===== src/rtl/sb_regfile.sv =====
// Scoreboarded register file: two read ports, one writeback port and a
// per-register in-flight write counter that tracks issued producers.
module sb_regfile #(
    parameter int DATA_W   = 32,
    parameter int ADDR_W   = 5,
    parameter int CNT_W    = 2,
    parameter int ZERO_REG = 1,
    parameter int BYPASS   = 1
) (
    input  logic              clk,
    input  logic              reset,
    input  logic [ADDR_W-1:0] rd_addr_a,
    input  logic [ADDR_W-1:0] rd_addr_b,
    output logic [DATA_W-1:0] rd_data_a,
    output logic [DATA_W-1:0] rd_data_b,
    output logic              rd_busy_a,
    output logic              rd_busy_b,
    input  logic              iss_en,
    input  logic [ADDR_W-1:0] iss_addr,
    output logic              iss_full,
    input  logic              wr_en,
    input  logic [ADDR_W-1:0] wr_addr,
    input  logic [DATA_W-1:0] wr_data,
    output logic              err_underflow
);

    localparam int DEPTH = 1 << ADDR_W;
    localparam logic [CNT_W-1:0] CNT_MAX = '1;
    localparam logic [CNT_W-1:0] CNT_ONE = CNT_W'(1);

    logic [DATA_W-1:0] regs [DEPTH];
    logic [CNT_W-1:0]  cnt  [DEPTH];
    logic              err_q;

    logic zero_rd_a, zero_rd_b, zero_iss, zero_wr;
    logic wb, iss_live, iss_ok;
    logic byp_a, byp_b;

    assign zero_rd_a = (ZERO_REG != 0) && (rd_addr_a == '0);
    assign zero_rd_b = (ZERO_REG != 0) && (rd_addr_b == '0);
    assign zero_iss  = (ZERO_REG != 0) && (iss_addr == '0);
    assign zero_wr   = (ZERO_REG != 0) && (wr_addr == '0);

    // Hardwired r0 traffic is invisible to both storage and scoreboard.
    assign wb       = wr_en && !zero_wr;
    assign iss_live = iss_en && !zero_iss;
    assign iss_full = iss_live && (cnt[iss_addr] == CNT_MAX);
    assign iss_ok   = iss_live && (cnt[iss_addr] != CNT_MAX);

    assign byp_a = (BYPASS != 0) && wb && (wr_addr == rd_addr_a);
    assign byp_b = (BYPASS != 0) && wb && (wr_addr == rd_addr_b);

    assign err_underflow = err_q;

    always_comb begin
        rd_data_a = regs[rd_addr_a];
        rd_data_b = regs[rd_addr_b];
        if (byp_a) rd_data_a = wr_data;
        if (byp_b) rd_data_b = wr_data;
        if (zero_rd_a) rd_data_a = '0;
        if (zero_rd_b) rd_data_b = '0;
    end

    // A retiring last producer is not a hazard when its data is forwarded.
    always_comb begin
        rd_busy_a = (cnt[rd_addr_a] != '0);
        rd_busy_b = (cnt[rd_addr_b] != '0);
        if (byp_a && cnt[rd_addr_a] == CNT_ONE) rd_busy_a = 1'b0;
        if (byp_b && cnt[rd_addr_b] == CNT_ONE) rd_busy_b = 1'b0;
        if (zero_rd_a) rd_busy_a = 1'b0;
        if (zero_rd_b) rd_busy_b = 1'b0;
    end

    always_ff @(posedge clk) begin
        if (reset) begin
            for (int i = 0; i < DEPTH; i++) begin
                regs[i] <= '0;
                cnt[i]  <= '0;
            end
            err_q <= 1'b0;
        end else begin
            if (wb) regs[wr_addr] <= wr_data;
            if (wb && cnt[wr_addr] == '0) err_q <= 1'b1;
            for (int i = 0; i < DEPTH; i++) begin
                if (iss_ok && iss_addr == ADDR_W'(i)) begin
                    if (!(wb && wr_addr == ADDR_W'(i)))
                        cnt[i] <= cnt[i] + CNT_ONE;
                end else if (wb && wr_addr == ADDR_W'(i)) begin
                    if (cnt[i] != '0)
                        cnt[i] <= cnt[i] - CNT_ONE;
                end
            end
        end
    end

endmodule


===== config.mk =====
export PLATFORM = sky130hd
export DESIGN_NAME = sb_regfile
export DESIGN_NICKNAME = d
export VERILOG_FILES = /design/src/rtl/sb_regfile.sv
export SDC_FILE = /design/constraint.sdc
export NUM_CORES = 2
export LEC_CHECK = 0
export ABC_AREA = 0
export CAP_MARGIN = 20
export CORE_MARGIN = 3
export CORE_UTILIZATION = 45
export DETAILED_ROUTE_END_ITERATION = 8
export REMOVE_ABC_BUFFERS = 1
export SLEW_MARGIN = 20
export SYNTH_ARGS = -nofsm -noshare
export SYNTH_HDL_FRONTEND = slang
export SYNTH_SLANG_ARGS = --single-unit

===== constraint.sdc =====
create_clock -name clk -period 4.3 [get_ports clk]
set_input_delay 0.645 -clock clk [delete_from_list [all_inputs] [get_ports clk]]
set_output_delay 0.645 -clock clk [all_outputs]
set_load 0.02 [all_outputs]

Word-level counts from Yosys, hierarchy flattened
Memory sizes are Yosys's and may differ from the RTL's.
Cells that the tools add are included.
Cells by class
  add/subtract/negate cells: 64
  multipliers: 0
  div/mod/pow operators: 0
  $lt $le $gt $ge: 0
  equality and inequality tests: 68
  shift operators: 0
  muxes and demuxes: 368
  bitwise gates (word level): 64
  reduce and logical (&&, ||, !) cells: 115
Operators with widths (count)
  two-way mux 1 bit: 298
  equality test 5 bit, second input constant: 32
  two-way mux 32 bit: 5
  two-way mux 2 bit: 64
  equality test 5 x 4 -> 1 bit, second input constant: 16
  logical AND 1 bit: 73
  nonzero test 2 bit: 34
  adder 2 x 1 -> 2 bit, second input constant: 32
  OR 1 bit: 64
  subtractor 2 x 1 -> 2 bit, second input constant: 32
  equality test 5 x 3 -> 1 bit, second input constant: 8
  OR reduction 32 bit: 1
  equality test 5 x 2 -> 1 bit, second input constant: 4
  zero test 5 bit: 4
  equality test 5 x 1 -> 1 bit, second input constant: 2
  equality test 5 bit: 2
  two-way mux 5 bit: 1
  equality test 2 x 1 -> 1 bit, second input constant: 2
  equality test 2 bit, second input constant: 1
  zero test 1 bit: 2
  zero test 2 bit: 1
  != test 2 bit, second input constant: 1
Word-level totals
  flip-flop bits (word level): 1
  latch bits: 0
  memory bits (writable): 1088
  ROM bits: 0
  output and inout bits: 68
  logic and storage cells: 682
  memories: 2
Memories
  regs: depth 32, width 32, rd ports 2, clocked after memory_dff 0, wr ports 32, RTL line 31  | logic [DATA_W-1:0] regs [DEPTH];
  cnt: depth 32, width 2, rd ports 36, clocked after memory_dff 0, wr ports 32, RTL line 32  | logic [CNT_W-1:0] cnt [DEPTH];

Longest topological paths before layout
  depth after elaboration: 10
  mapped depth: 10
  gate-level depth less buffers: 6

Worst setup path after synthesis
Ideal clock, no wire load.
  kind: input to output
  start: input wr_addr[4]
  end: output rd_busy_a
  arrival: 2.716 ns
  setup slack: 0.939 ns
  stages on the path: 9
  path buffers: 3
  cell sequence: buf_2 or3_1 buf_2 o31ai_4 and4b_1 buf_2 a211oi_1 nor3_1 a211oi_1
On the way
  longest elaborated chain between the ends: 7
  elaborated cells between the ends (all ways): 8
  those cells by class: 1 x eq/ne; 2 x mux; 5 x reduce/logical
Ends and longest elaborated chain
  start, declared: RTL line 22  | input logic [ADDR_W-1:0] wr_addr,
  zero test 5 bit: RTL line 42  | assign zero_wr = (ZERO_REG != 0) && (wr_addr == '0);
  zero test 1 bit: RTL line 45  | assign wb = wr_en && !zero_wr;
  logical AND 1 bit: RTL line 45
  logical AND 1 bit *: RTL line 50  | assign byp_a = (BYPASS != 0) && wb && (wr_addr == rd_addr_a);
  logical AND 1 bit *: RTL line 68  | if (byp_a && cnt[rd_addr_a] == CNT_ONE) rd_busy_a = 1'b0;
  two-way mux 1 bit *: RTL line 68
  two-way mux 1 bit *: RTL line 70  | if (zero_rd_a) rd_busy_a = 1'b0;
  end, declared: RTL line 16  | output logic rd_busy_a,
Mark *: on every way between the ends. The rest lies on a longest branch, timed or not.

Final worst setup path
  start: input wr_addr[3]
  end: output rd_busy_a
Same word-level chain as after synthesis.

==> impl_metrics.py <==
metrics = {
    "worst_setup_path": {
        "critPathLaunchType": "primary input",
        "arrival_ps": 3550,
        "critPathRequiredTime_ps": 3650,
        "path_max_fanout": 4,
        "worstSetupPathType": "in -> out",
        "worstSetupEndpointType": "primary output",
    },
    "layout": {
        "final_common_cell": "edfxtp_1",
        "design_area_um2": 71500,
        "nFillCells": 11000,
        "fin_nets": 4326,
        "area_growth_pct": 15.8,
        "layout_common_cells": "1,088 x edfxtp_1, 995 x and2_1, 667 x mux4_2",
        "fin_cells": 6168,
        "drive_gt1_frac": 0.292,
    },
    "clocking": {
        "htreeDepth": 3,
        "clock_latency_ps": 750,
        "cts_root_buffer": "clkbuf_16",
        "cts_made_buffers": 119,
        "cts_tree": "yes",
        "clk_path_buf_depth": 3,
        "cts_setup_buffers": 0,
        "cts_sinks": 1089,
        "clkTransAtPathRegs_ps": 60,
    },
    "routing": {
        "drtIter0Drc": 6583,
        "ant_nets": 0,
        "drc": 0,
        "via_per_inst": 6.68,
        "detail_route.wl_per_cell_um": 35.9,
        "firstDrtPassIters": 8,
        "wl_um": 221000,
        "num_vias": 41200,
    },
    "placed_design": {
        "postPlaceCellArea_um2": 67600,
        "portBuffers": 123,
        "dp_hpwl_um": 131000,
        "place_inst": 5928,
        "gp_congestion": 0.894,
    },
    "floorplanning": {
        "core-area_um2": 136000,
        "start_util": 0.455,
        "rows": 135,
        "die-width_um": 377,
        "ios": 124,
        "die_h_um": 377,
        "die_area_um2": 142000,
    },
    "timing": {
        "fmax_ghz": 0.239,
        "slew_viol_final": 0,
        "max_slew.worst_pin.slew_ps": 1180,
        "relSlewSlack": 0.204,
        "final-setup-viol-count": 0,
        "finalHoldViolations": 0,
        "fin_crit_sh": 0.975,
        "period_needed_ps": 4190,
        "fin_skew_ps": 31.5,
        "rsz0062_at_grt": "no",
    },
    "global_route": {
        "grt_antenna_before_repair": 15,
        "grt_pass1_wl_um": 310000,
        "grt_max_degree": 81,
        "grt_usage": 0.312,
        "grt_pass1_vias": 40300,
        "grt_overflow": 0,
    },
    "synthesis": {
        "synth_cells": 4103,
        "ys_types": 72,
        "ys_warn_count": 0,
        "synth_edf_count": 1088,
        "syn_area_per_cell_um2": 15.1,
        "seq_area_frac_synth": 0.529,
        "synth_area_um2": 61800,
        "ys_ff_latch": 1089,
        "async_flop_share": 0,
        "synth_flop_cell": "edfxtp_1",
    },
    "hold_path": {
        "min_path_type": "in -> reg",
    },
    "run": {
        "maxCapViolCount": 0,
    },
    "run_status": {
        "status": "finished clean",
    },
    "pwr": {
        "vdd_ir_drop_max_mv": 0.332,
        "p_per_area_nw_per_um2": 376,
        "p_leak_nw": 24.4,
    },
}
## cells in the mapped netlist, drive strengths merged (7+ instances only)
cell,n,area share
a211o,7,0.00099
nand2b,23,0.0023
nor3,50,0.0046
nor4,17,0.0017
o22ai,7,0.00091
o31ai,7,0.0011
a31oi,12,0.0012
a311o,11,0.0018
nand2,74,0.0045
nor2,141,0.0086
a211oi,117,0.014
a21o,14,0.0017
mux2i,104,0.017
o2111ai,7,0.00099
nor3b,26,0.0032
buf,143,0.013
inv,25,0.0015
or3,9,0.00091
clkbuf,300,0.018
and2,995,0.10
edfxtp,1088,0.53
nand3,35,0.0028
nand3b,16,0.0019
or3b,10,0.0014
nor2b,34,0.0034
o21ai,26,0.0021
a21oi,53,0.0045
o21bai,7,0.00085
mux4,667,0.24
## critical path: stages
cell             delay, ps
clkdlybuf4s50_1        480
or3_1                  480
o31ai_4                260
and4b_1                260
a211oi_1               180
nor3_1                  80
buf_4                  180
a211oi_1               210
buf_4                  160
clkdlybuf4s50_1        600
## routing by layer
layer  part of all wire  global-route usage  vias to the layer above
li1                   -                   -                    16400
met1               0.39               0.440                    21600
met2               0.46               0.477                     2820
met3               0.12              0.0753                      442
met4              0.037               0.103                        4
met5            0.00014                   0                        -
## path summary, 6_finish.rpt
path	from	to	cells after the start	slack, ps
worst max register to register	cnt[19][0]	cnt[23][0]	7	1470
worst min register to register	err_underflow	err_underflow	2	610
worst max-delay path	wr_addr[3]	rd_busy_a	10	110
worst min-delay path	reset	regs[0][30]	1	350
## metrics by stage
stage | TNS (ps) | setup slack [ps] | utilization | hold slack, ps | power, mW
floorplan | 0 | 349 | - | 576 | 14.7
global placement | -723 | -207 | 0.498 | 625 | 16.8
detailed placement | -664 | -237 | 0.498 | 620 | 16.9
CTS | 0 | 9.50 | 0.526 | 306 | 26.9
global route | 0 | 9.24 | 0.526 | 310 | 27.6
finish | 0 | 108 | 0.527 | 346 | 26.9
## final cells by class
type                            count  area, µm²  area share
Sequential cell                  1089      32700       0.457
Multi-Input combinational cell   2579      27500       0.384
Timing Repair Buffer              455       5160      0.0722
Clock buffer                      145       3100      0.0433
Tap cell                         1781       2230      0.0312
Clock inverter                     79        729      0.0102
Inverter                           25       93.8     0.00131
Antenna cell                       15       37.5    0.000525
## sequential cells by signal, indices dropped and copies added (netlist names)
signal / cells
regs: 1024
cnt: 64
err_underflow: 1
## kinds of logic (layout without fill, tap and decap cells)
| family | count (synthesis) | after routing | synth area share |
|---|---|---|---|
| xor gates and xnor gates | 10 | 10 | 0.00142 |
| adders and majority gates | 1 | 1 | 0.000203 |
| DFF | 1089 | 1089 | 0.529 |
| other | 1 | 49 | 0.0000607 |
| buffers and inverters | 468 | 704 | 0.0332 |
| muxes | 771 | 771 | 0.260 |
| and+or+nand+nor | 1451 | 1451 | 0.139 |
| AOI/OAI and AO/OA | 312 | 312 | 0.0365 |
## power by group
part | internal (mW) | switching [mW] | total [mW] | leakage [nW]
sequential | 12.3 | 0.360 | 12.7 | 10.4
clock | 5.72 | 4.47 | 10.2 | 1.87
combinational | 1.93 | 2.12 | 4.05 | 12.1
total | 19.9 | 6.94 | 26.9 | 24.4
## timing repair
item,in CTS,in global routing
setup endpoints to repair,6,5
pin swaps,0,0
gates resized for setup,7,5
hold buffers,0,0
Note: power is estimated with default switching activity, not from simulation.
==> variant, RTL diff (config.mk and constraints unchanged) <==
`CNT_W`: 2 -> 4.
--- a/src/rtl/sb_regfile.sv
+++ b/src/rtl/sb_regfile.sv
@@ -4,5 +4,5 @@
     parameter int DATA_W   = 32,
     parameter int ADDR_W   = 5,
-    parameter int CNT_W    = 2,
+    parameter int CNT_W    = 4,
     parameter int ZERO_REG = 1,
     parameter int BYPASS   = 1
Function: not settled (the Yosys comparison gave no result); the edit may change what the design does.
==> variant against the unedited design <==
Power up 8.4%; cell area up 9.6%; wire length up 7.8%; setup slack worse by 24 ps; clock power up 9%; register-to-register slack worse by 1200 ps; synthesized area up 8.9%; sequential cell count up 64.
==> variant: results <==
set metrics [dict create \
    crit_fanout 7 \
    nets 5122 \
    grt.total_usage_pct 31.00 \
    fin_skew_ps 40.15 \
    synthTopCellsByArea "edfxtp_1, mux4_2, and3_1" \
    synth-seq-area-share_pct 51.46 \
    drive_above_1_share_pct 28.45 \
    crit_arrival_ps 3570 \
    wl_per_cell_um 34.01 \
    status "completed" \
    place_hpwl_mm 147.6 \
    synth_cell_type_count 76 \
    synth_compound_area_share_pct 4.344 \
    grt_max_degree 101 \
    synth_xor_area_share_pct 0.9116 \
    place_inst 6766 \
    antenna_found_initial 5 \
    first_pass_iters 7 \
    drt_iter0_drc 6001 \
    synth_edf_count 1152 \
    grt_pass1_vias 47802 \
    muxShareOfSynthArea_pct 23.92 \
    place_congestion 0.9528 \
    grt_pass1_wl_mm 343.3 \
    nFillCells 12033 \
    htreeDepth 4 \
    clock_latency_ps 800 \
    slowest_stage "or4_4" \
    fin_cells 7010 \
    synthTopCellsByCount "edfxtp_1, and3_1, mux4_2, clkbuf_1, nor2_1" \
    syn_area_per_cell_um2 14.16 \
    synthAdderAreaFrac_pct 2.046 \
    leakagePower_nw 30.83 \
]
[variant: worst max-delay path, delay by kind of cell]
family / cells / cell delay [ps]
AND/OR/NAND/NOR: 3 / 880
buffers and inverters: 6 / 1290
AO/OA/AOI/OAI: 4 / 750
[variant: layout make-up]
class / count / area [um^2] / share of cell area [%]
Antenna cell: 1 / 2.502 / 0.003194
Clock buffer: 175 / 3656 / 4.666
Clock inverter: 67 / 498.0 / 0.6355
Inverter: 102 / 384.1 / 0.4902
Multi-Input combinational cell: 2960 / 30420 / 38.82
Sequential cell: 1153 / 34610 / 44.17
Tap cell: 1930 / 2415 / 3.082
Timing Repair Buffer: 622 / 6366 / 8.125
[variant: routing by layer]
layer | vias up | track usage (%) | wire [um]
met2 | 3008 | 48.89 | 110900
met1 | 24663 | 41.73 | 90560
li1 | 19465 | - | -
met5 | - | 0 | 16
met4 | 2 | 13.62 | 11570
met3 | 557 | 6.470 | 25310
[variant: report_power, final]
part           total [mW]  switching (mW)  internal, mW
clock network        11.1            4.76          6.35
registers            13.4           0.385          13.0
logic                4.64            2.55          2.08
[variant: final timing paths]
| check | startpoint | endpoint | slack [ps] | depth (start not counted) |
|---|---|---|---|---|
| max | wr_addr[4] | rd_busy_a | 80 | 13 |
| min | reset | cnt[0][0] | 250 | 1 |
| max reg2reg | cnt[27][0] | cnt[29][3] | 320 | 14 |
| min reg2reg | err_underflow | err_underflow | 570 | 2 |
[variant: metrics by stage]
| step | setup slack, ps | instance area (um^2) |
|---|---|---|
| 2_1_floorplan | -2982 | 65130 |
| 3_3_place_gp | -601.8 | 74130 |
| 3_5_place_dp | -545.8 | 74130 |
| 4_1_cts | 37.76 | 78310 |
| 5_1_grt | 2.155 | 78350 |
| 6_report | 83.24 | 78360 |
